$ cat src/rtl/psum_accumulator_if.sv
// Handshake and configuration bundle between the MAC controller, the partial-sum
// accumulator and the ofmap writer.
interface psum_accumulator_if #(
    parameter int PSUM_WIDTH = 16,
    parameter int CH_WIDTH   = 10,
    parameter int PIX_WIDTH  = 16
);
    logic                  start;
    logic [CH_WIDTH-1:0]   num_channels;
    logic [PIX_WIDTH-1:0]  num_pixels;
    logic [PSUM_WIDTH-1:0] threshold;
    logic                  out_mode;
    logic [4:0]            mac_in;
    logic                  mac_valid;
    logic                  mac_ready;
    logic [PSUM_WIDTH-1:0] acc_out;
    logic                  bin_out;
    logic                  out_valid;
    logic                  out_ready;
    logic                  busy;
    logic                  done;
    logic                  overflow;

    modport master (
        output start, num_channels, num_pixels, threshold, out_mode,
        output mac_in, mac_valid, out_ready,
        input  mac_ready, acc_out, bin_out, out_valid, busy, done, overflow
    );

    modport slave (
        input  start, num_channels, num_pixels, threshold, out_mode,
        input  mac_in, mac_valid, out_ready,
        output mac_ready, acc_out, bin_out, out_valid, busy, done, overflow
    );
endinterface

$ cat src/rtl/psum_accumulator.sv
// Accumulates per-window MAC results over N channels into one saturated psum per
// output pixel and hands raw or binarised results out through a one-deep register.
module psum_accumulator #(
    parameter int PSUM_WIDTH = 16,
    parameter int CH_WIDTH   = 10,
    parameter int PIX_WIDTH  = 16
) (
    input  logic               clk,
    input  logic               rst_n,
    psum_accumulator_if.slave  bus
);
    typedef enum logic [0:0] {IDLE = 1'b0, ACC = 1'b1} state_t;

    localparam logic [CH_WIDTH-1:0]   CH_ONE   = CH_WIDTH'(1'b1);
    localparam logic [PIX_WIDTH-1:0]  PIX_ONE  = PIX_WIDTH'(1'b1);
    localparam logic [PSUM_WIDTH-1:0] PSUM_MAX = {PSUM_WIDTH{1'b1}};

    // MSB of the result is the carry flag; the low bits are already clamped.
    function automatic logic [PSUM_WIDTH:0] sat_add(input logic [PSUM_WIDTH-1:0] a,
                                                     input logic [4:0] b);
        logic [PSUM_WIDTH:0] sum;
        sum = {1'b0, a} + {{(PSUM_WIDTH-4){1'b0}}, b};
        if (sum[PSUM_WIDTH]) begin
            sat_add = {1'b1, PSUM_MAX};
        end else begin
            sat_add = sum;
        end
    endfunction

    state_t                state_r, state_s;
    logic [CH_WIDTH-1:0]   n_r, ch_cnt_r;
    logic [PIX_WIDTH-1:0]  p_r, pix_cnt_r;
    logic [PSUM_WIDTH-1:0] thr_r, acc_r, acc_out_r;
    logic                  mode_r, bin_out_r, out_valid_r, out_last_r, overflow_r;

    logic [PSUM_WIDTH:0]   add_s;
    logic [PSUM_WIDTH-1:0] sum_s;
    logic                  carry_s, bin_s, start_ok_s, mac_ready_s, beat_s;
    logic                  last_ch_s, last_pix_s, load_s, hs_s;

    assign add_s       = sat_add(acc_r, bus.mac_in);
    assign carry_s     = add_s[PSUM_WIDTH];
    assign sum_s       = add_s[PSUM_WIDTH-1:0];
    assign bin_s       = (sum_s >= thr_r);
    // A pending result blocks a new job so its data is never overwritten.
    assign start_ok_s  = (state_r == IDLE) && bus.start && !out_valid_r;
    assign mac_ready_s = (state_r == ACC) && (!out_valid_r || bus.out_ready);
    assign beat_s      = bus.mac_valid && mac_ready_s;
    assign last_ch_s   = (ch_cnt_r == (n_r - CH_ONE));
    assign last_pix_s  = (pix_cnt_r == (p_r - PIX_ONE));
    assign load_s      = beat_s && last_ch_s;
    assign hs_s        = out_valid_r && bus.out_ready;

    // State register.
    always_ff @(posedge clk or negedge rst_n) begin
        if (!rst_n) begin
            state_r <= IDLE;
        end else begin
            state_r <= state_s;
        end
    end

    // Next-state decode.
    always_comb begin
        state_s = state_r;
        case (state_r)
            IDLE: begin
                if (start_ok_s) begin
                    state_s = ACC;
                end else begin
                    state_s = IDLE;
                end
            end
            ACC: begin
                if (load_s && last_pix_s) begin
                    state_s = IDLE;
                end else begin
                    state_s = ACC;
                end
            end
            default: state_s = IDLE;
        endcase
    end

    // Job configuration, captured on an accepted start; zero counts mean one.
    always_ff @(posedge clk or negedge rst_n) begin
        if (!rst_n) begin
            n_r    <= CH_ONE;
            p_r    <= PIX_ONE;
            thr_r  <= {PSUM_WIDTH{1'b0}};
            mode_r <= 1'b0;
        end else if (start_ok_s) begin
            n_r    <= (bus.num_channels == {CH_WIDTH{1'b0}}) ? CH_ONE : bus.num_channels;
            p_r    <= (bus.num_pixels == {PIX_WIDTH{1'b0}}) ? PIX_ONE : bus.num_pixels;
            thr_r  <= bus.threshold;
            mode_r <= bus.out_mode;
        end
    end

    // Running psum, channel/pixel counters and sticky saturation flag.
    always_ff @(posedge clk or negedge rst_n) begin
        if (!rst_n) begin
            acc_r      <= {PSUM_WIDTH{1'b0}};
            ch_cnt_r   <= {CH_WIDTH{1'b0}};
            pix_cnt_r  <= {PIX_WIDTH{1'b0}};
            overflow_r <= 1'b0;
        end else if (start_ok_s) begin
            acc_r      <= {PSUM_WIDTH{1'b0}};
            ch_cnt_r   <= {CH_WIDTH{1'b0}};
            pix_cnt_r  <= {PIX_WIDTH{1'b0}};
            overflow_r <= 1'b0;
        end else if (beat_s) begin
            if (carry_s) begin
                overflow_r <= 1'b1;
            end
            if (last_ch_s) begin
                acc_r     <= {PSUM_WIDTH{1'b0}};
                ch_cnt_r  <= {CH_WIDTH{1'b0}};
                pix_cnt_r <= pix_cnt_r + PIX_ONE;
            end else begin
                acc_r    <= sum_s;
                ch_cnt_r <= ch_cnt_r + CH_ONE;
            end
        end
    end

    // One-deep output register; a new load wins over a same-cycle drain.
    always_ff @(posedge clk or negedge rst_n) begin
        if (!rst_n) begin
            acc_out_r   <= {PSUM_WIDTH{1'b0}};
            bin_out_r   <= 1'b0;
            out_valid_r <= 1'b0;
            out_last_r  <= 1'b0;
        end else if (load_s) begin
            acc_out_r   <= mode_r ? sum_s : {{(PSUM_WIDTH-1){1'b0}}, bin_s};
            bin_out_r   <= bin_s;
            out_valid_r <= 1'b1;
            out_last_r  <= last_pix_s;
        end else if (hs_s) begin
            out_valid_r <= 1'b0;
        end
    end

    assign bus.mac_ready = mac_ready_s;
    assign bus.acc_out   = acc_out_r;
    assign bus.bin_out   = bin_out_r;
    assign bus.out_valid = out_valid_r;
    assign bus.busy      = (state_r == ACC) || out_valid_r;
    assign bus.done      = hs_s && out_last_r;
    assign bus.overflow  = overflow_r;
endmodule
$ cat src/flat_wrapper.sv
// flat-port wrapper written by rule: the top's interface ports become plain ports
module psum_accumulator_flat 
#(
    parameter int PSUM_WIDTH = 16,
    parameter int CH_WIDTH   = 10,
    parameter int PIX_WIDTH  = 16
)
  (clk, rst_n, bus_start, bus_num_channels, bus_num_pixels, bus_threshold, bus_out_mode, bus_mac_in, bus_mac_valid, bus_out_ready, bus_mac_ready, bus_acc_out, bus_bin_out, bus_out_valid, bus_busy, bus_done, bus_overflow);
  psum_accumulator_if #(.PSUM_WIDTH(PSUM_WIDTH), .CH_WIDTH(CH_WIDTH), .PIX_WIDTH(PIX_WIDTH)) bus_i ();
  input  logic clk;
  input  logic rst_n;
  input wire logic [$bits(bus_i.start)-1:0] bus_start;
  input wire logic [$bits(bus_i.num_channels)-1:0] bus_num_channels;
  input wire logic [$bits(bus_i.num_pixels)-1:0] bus_num_pixels;
  input wire logic [$bits(bus_i.threshold)-1:0] bus_threshold;
  input wire logic [$bits(bus_i.out_mode)-1:0] bus_out_mode;
  input wire logic [$bits(bus_i.mac_in)-1:0] bus_mac_in;
  input wire logic [$bits(bus_i.mac_valid)-1:0] bus_mac_valid;
  input wire logic [$bits(bus_i.out_ready)-1:0] bus_out_ready;
  output wire logic [$bits(bus_i.mac_ready)-1:0] bus_mac_ready;
  output wire logic [$bits(bus_i.acc_out)-1:0] bus_acc_out;
  output wire logic [$bits(bus_i.bin_out)-1:0] bus_bin_out;
  output wire logic [$bits(bus_i.out_valid)-1:0] bus_out_valid;
  output wire logic [$bits(bus_i.busy)-1:0] bus_busy;
  output wire logic [$bits(bus_i.done)-1:0] bus_done;
  output wire logic [$bits(bus_i.overflow)-1:0] bus_overflow;
  assign bus_i.start = bus_start;
  assign bus_i.num_channels = bus_num_channels;
  assign bus_i.num_pixels = bus_num_pixels;
  assign bus_i.threshold = bus_threshold;
  assign bus_i.out_mode = bus_out_mode;
  assign bus_i.mac_in = bus_mac_in;
  assign bus_i.mac_valid = bus_mac_valid;
  assign bus_i.out_ready = bus_out_ready;
  assign bus_mac_ready = bus_i.mac_ready;
  assign bus_acc_out = bus_i.acc_out;
  assign bus_bin_out = bus_i.bin_out;
  assign bus_out_valid = bus_i.out_valid;
  assign bus_busy = bus_i.busy;
  assign bus_done = bus_i.done;
  assign bus_overflow = bus_i.overflow;
  psum_accumulator #(.PSUM_WIDTH(PSUM_WIDTH), .CH_WIDTH(CH_WIDTH), .PIX_WIDTH(PIX_WIDTH)) u_core (.clk(clk), .rst_n(rst_n), .bus(bus_i));
endmodule
$ cat config.mk
export PLATFORM = sky130hd
export DESIGN_NAME = psum_accumulator_flat
export DESIGN_NICKNAME = d
export VERILOG_FILES = /design/src/rtl/psum_accumulator_if.sv /design/src/rtl/psum_accumulator.sv /design/src/flat_wrapper.sv
export SDC_FILE = /design/constraint.sdc
export NUM_CORES = 1
export LEC_CHECK = 0
export CAP_MARGIN = 20
export CORE_ASPECT_RATIO = 1.75
export CORE_UTILIZATION = 51
export CTS_CLUSTER_DIAMETER = 100
export CTS_CLUSTER_SIZE = 20
export DETAILED_ROUTE_END_ITERATION = 16
export GPL_TIMING_DRIVEN = 0
export PLACE_DENSITY_LB_ADDON = 0.12
export SKIP_LAST_GASP = 1
export SYNTH_ARGS = -nofsm -noshare
export SYNTH_HDL_FRONTEND = slang
export SYNTH_SLANG_ARGS = --single-unit
$ cat constraint.sdc
create_clock -name clk -period 4.1 [get_ports clk]
set_clock_uncertainty 0.1 [all_clocks]
set_input_delay 1.025 -clock clk [delete_from_list [all_inputs] [get_ports clk]]
set_output_delay 1.025 -clock clk [all_outputs]
set_load 0.005 [all_outputs]
==> out/metrics.yaml <==
global_route:
  grt_pass1_wl_mm: 28.9
  antenna_found_initial: 0
  overflow: 0
  track_usage: 0.296
  grt_max_degree: 57
  grt_pass1_vias: 5762
timing:
  maxSlewViolCount: 0
  hold_viol_final: 0
  slew_headroom: 0.473
  fin_crit_ps: 4060
  tightest_slew_ps: 788
  period_share: 0.990
  final-setup-viol-count: 0
  tns_ps: 0
  layout_setup_ws_ps: 41.7
  clock.fmax_mhz: 246
clocking:
  cts.sinks: 106
  cts.path.max_buffers: 2
  numCtsBuffers: 9
  clock_latency_ps: 350
  htreeDepth: 3
  hold_buffers: 0
  clk_pin_slew_worst_paths_ps: 70
  cts_root_buf: "clkbuf_16"
  tritoncts: "done"
cells_and_area:
  nets: 875
  utilization: 0.659
  n_antenna_cell: 0
  area_growth_pct: 26.5
  drive_above_1_share: 0.116
  fin_cells: 938
place:
  dp_slack_ps: -1210
  dp_hpwl_mm: 13.1
  gp_congestion: 0.874
  port_buffers: 74
  dp.cells: 902
run:
  cap_violations: 0
die:
  initial_utilization: 0.521
  core_area_mm2: 0.0119
  chipHeight_um: 148
  rows: 53
  ios: 75
  die_area_mm2: 0.0127
  die_x_um: 85.5
detailed_routing:
  totalWireLength_mm: 18.2
  via_count: 5684
  drc_errors: 0
  drt_iter0_markers: 338
  via_per_inst: 6.06
  antenna_left: 0
  wl_per_cell_um: 19.4
  first_pass_iters: 5
setup_path:
  critPathMaxFanout: 5
  cp_top_family: "compound AO/OA/AOI/OAI gates"
  path_buf_inv: 2
  cp_data_required_time_ps: 4240
  path_cells: "buf_6 > ha_4 > fa_2 > a211o_1 > a21oi_4 > or4_4 > nand2_2 > mux2i_2 > inv_2 > ha_4 > a21o_1 > a21o_1 > a221o_1 > a21oi_2 > a21oi_2 > mux2_4"
  crit_path_max_incr_delay_ps: 380
  startpoint_type: "primary input"
  end_kind: "register"
  arrival_ps: 4190
  slowest_stage: "fa_2"
  worstSetupPathType: "in -> reg"
power_and_ir_drop:
  power_leakage_nw: 3.50
  finalPower_mw: 4.03
  ir_drop_v: 0.000353
  power_density_mw_per_mm2: 513
synthesis:
  yosysTopAreaCell: "dfrtp_1"
  synth_area_mm2: 0.00622
  async_flop_share: 1.00
  post_synth_num_cell_types: 69
  ys_warn_count: 0
  syn_area_per_cell_um2: 9.01
  synth_top_area_share: 0.419
  synth_nets: 769
  ys_ff_latch: 106
  ys_seq_area_frac: 0.427
  synthTopCellsByArea: "dfrtp_1 (42%), nand2_1 (8.4%), ha_1 (5.0%)"
  syn_inst: 690
  synth_edf_count: 0
  yosys_most_used_dff: "dfrtp_1"
hold_path:
  hold_path.class: "reg -> reg"
outcome:
  status: "finished clean"
[stage by stage]
| stage | instance area [µm²] | hold slack, ps |
|---|---|---|
| after floorplan | 6260 | 352 |
| after global placement | 7180 | 369 |
| after detailed placement | 7200 | 368 |
| after CTS | 7800 | 389 |
| after global routing | 7860 | 401 |
| final | 7860 | 383 |
[Yosys cell counts (10+ instances only)]
| cell | instances |
|---|---|
| nor2_1 | 22 |
| dfrtp_1 | 104 |
| nand2_1 | 139 |
| and3_1 | 12 |
| clkbuf_1 | 24 |
| xnor2_1 | 24 |
| nand3_1 | 20 |
| o31ai_1 | 14 |
| or4_1 | 10 |
| a21oi_1 | 16 |
| inv_1 | 32 |
| a21o_1 | 10 |
| xor2_1 | 12 |
| ha_1 | 25 |
| nand2b_1 | 18 |
| nor3_1 | 15 |
| o21ai_0 | 45 |
| a22o_1 | 13 |
[layer usage]
layer,wire [µm],GRT usage,vias to the layer above
met3,603,0.0327,51
met4,875,0.154,0
met5,0,0,-
met1,6720,0.324,2769
li1,-,-,2673
met2,10000,0.554,191
[power by group]
part	total, mW	leakage, nW	switching (mW)	internal [mW]
clock network	0.974	0.164	0.414	0.561
logic	1.55	1.96	0.833	0.715
registers	1.51	1.38	0.235	1.27
total	4.03	3.50	1.48	2.55
[path summary, 6_finish.rpt]
path	from	to	slack [ps]	cells after the start
worst max-delay path	bus_mac_in[0]	u_core.bus.acc_out[0]$_DFFE_PN0P_	40	16
worst min-delay path	u_core.bus.acc_out[6]$_DFFE_PN0P_	u_core.bus.acc_out[6]$_DFFE_PN0P_	380	1
worst max register to register	u_core.acc_r[0]$_DFFE_PN0P_	u_core.bus.acc_out[0]$_DFFE_PN0P_	390	15
worst min register to register	u_core.bus.acc_out[6]$_DFFE_PN0P_	u_core.bus.acc_out[6]$_DFFE_PN0P_	380	1
max in group asynchronous	rst_n	u_core.acc_r[9]$_DFFE_PN0P_	2530	2
min in group asynchronous	rst_n	u_core.p_r[3]$_DFFE_PN0P_	630	1
[layout make-up]
cell class,instances,area (µm²)
plain buffers,31,129
clock inverters,6,95.1
fillers,968,4070
well taps,137,171
inverters,32,120
repair buffers,96,926
flip-flops and latches,106,2660
multi-input cells,520,3530
clock buffers,10,239
[flip-flops by register name (all words and copies together) (netlist names)]
| register | cells |
|---|---|
| u_core.out_last_r | 1 |
| u_core.mode_r | 1 |
| u_core.p_r | 16 |
| u_core.state_r | 1 |
| u_core.bus.bin_out | 1 |
| u_core.bus.overflow | 1 |
| u_core.bus.acc_out | 16 |
| u_core.n_r | 10 |
| u_core.thr_r | 16 |
| u_core.bus.out_valid | 1 |
| u_core.acc_r | 16 |
| u_core.ch_cnt_r | 10 |
| u_core.pix_cnt_r | 16 |
[worst register-to-register path: stages, from the launching register on]
cell     delay, ps
dfrtp_1        410
ha_4           190
fa_2           390
a211o_1        300
a21oi_4        210
or4_4          200
nand2_2         60
mux2i_2        210
inv_2           80
ha_4           240
a21o_1         180
a21o_1         180
a221o_1        340
a21oi_2        190
a21oi_2         80
mux2_4         260
[layout by cell type (no fill, tap or decap), drive strengths merged, types with 4 or more instances in the layout]
| cell | instances |
|---|---|
| o221ai | 8 |
| dfrtp | 104 |
| mux2 | 4 |
| clkbuf | 33 |
| a31o | 4 |
| mux2i | 8 |
| inv | 35 |
| or4 | 10 |
| nand3 | 20 |
| or3 | 4 |
| ha | 25 |
| and2 | 7 |
| nor3 | 15 |
| xnor2 | 24 |
| nor4 | 10 |
| a22o | 13 |
| xor2 | 12 |
| nor2b | 6 |
| buf | 32 |
| clkdlybuf4s50 | 68 |
| and3 | 12 |
| nand2b | 18 |
| o21ai | 46 |
| nor2 | 23 |
| a21oi | 16 |
| a21o | 10 |
| nand2 | 140 |
| o311ai | 7 |
| nand4 | 7 |
| o31ai | 14 |
[cell families (layout without fill, tap and decap cells)]
family,after synthesis,in the layout,share of synthesized area
buffers and inverters,64,175,0.0407
xor gates and xnor gates,37,37,0.0543
adders and majority gates,26,26,0.0535
and+or+nand+nor,292,292,0.232
DFF,106,106,0.427
muxes,12,12,0.0201
AOI/OAI and AO/OA,153,153,0.172
[what timing repair did]
action,in CTS,in global routing
setup endpoints to repair,2,2
resized for setup,32,8
pin swaps,13,12
setup buffers,15,6
hold endpoints to repair,0,0
Note: power is estimated with default switching activity, not from simulation.
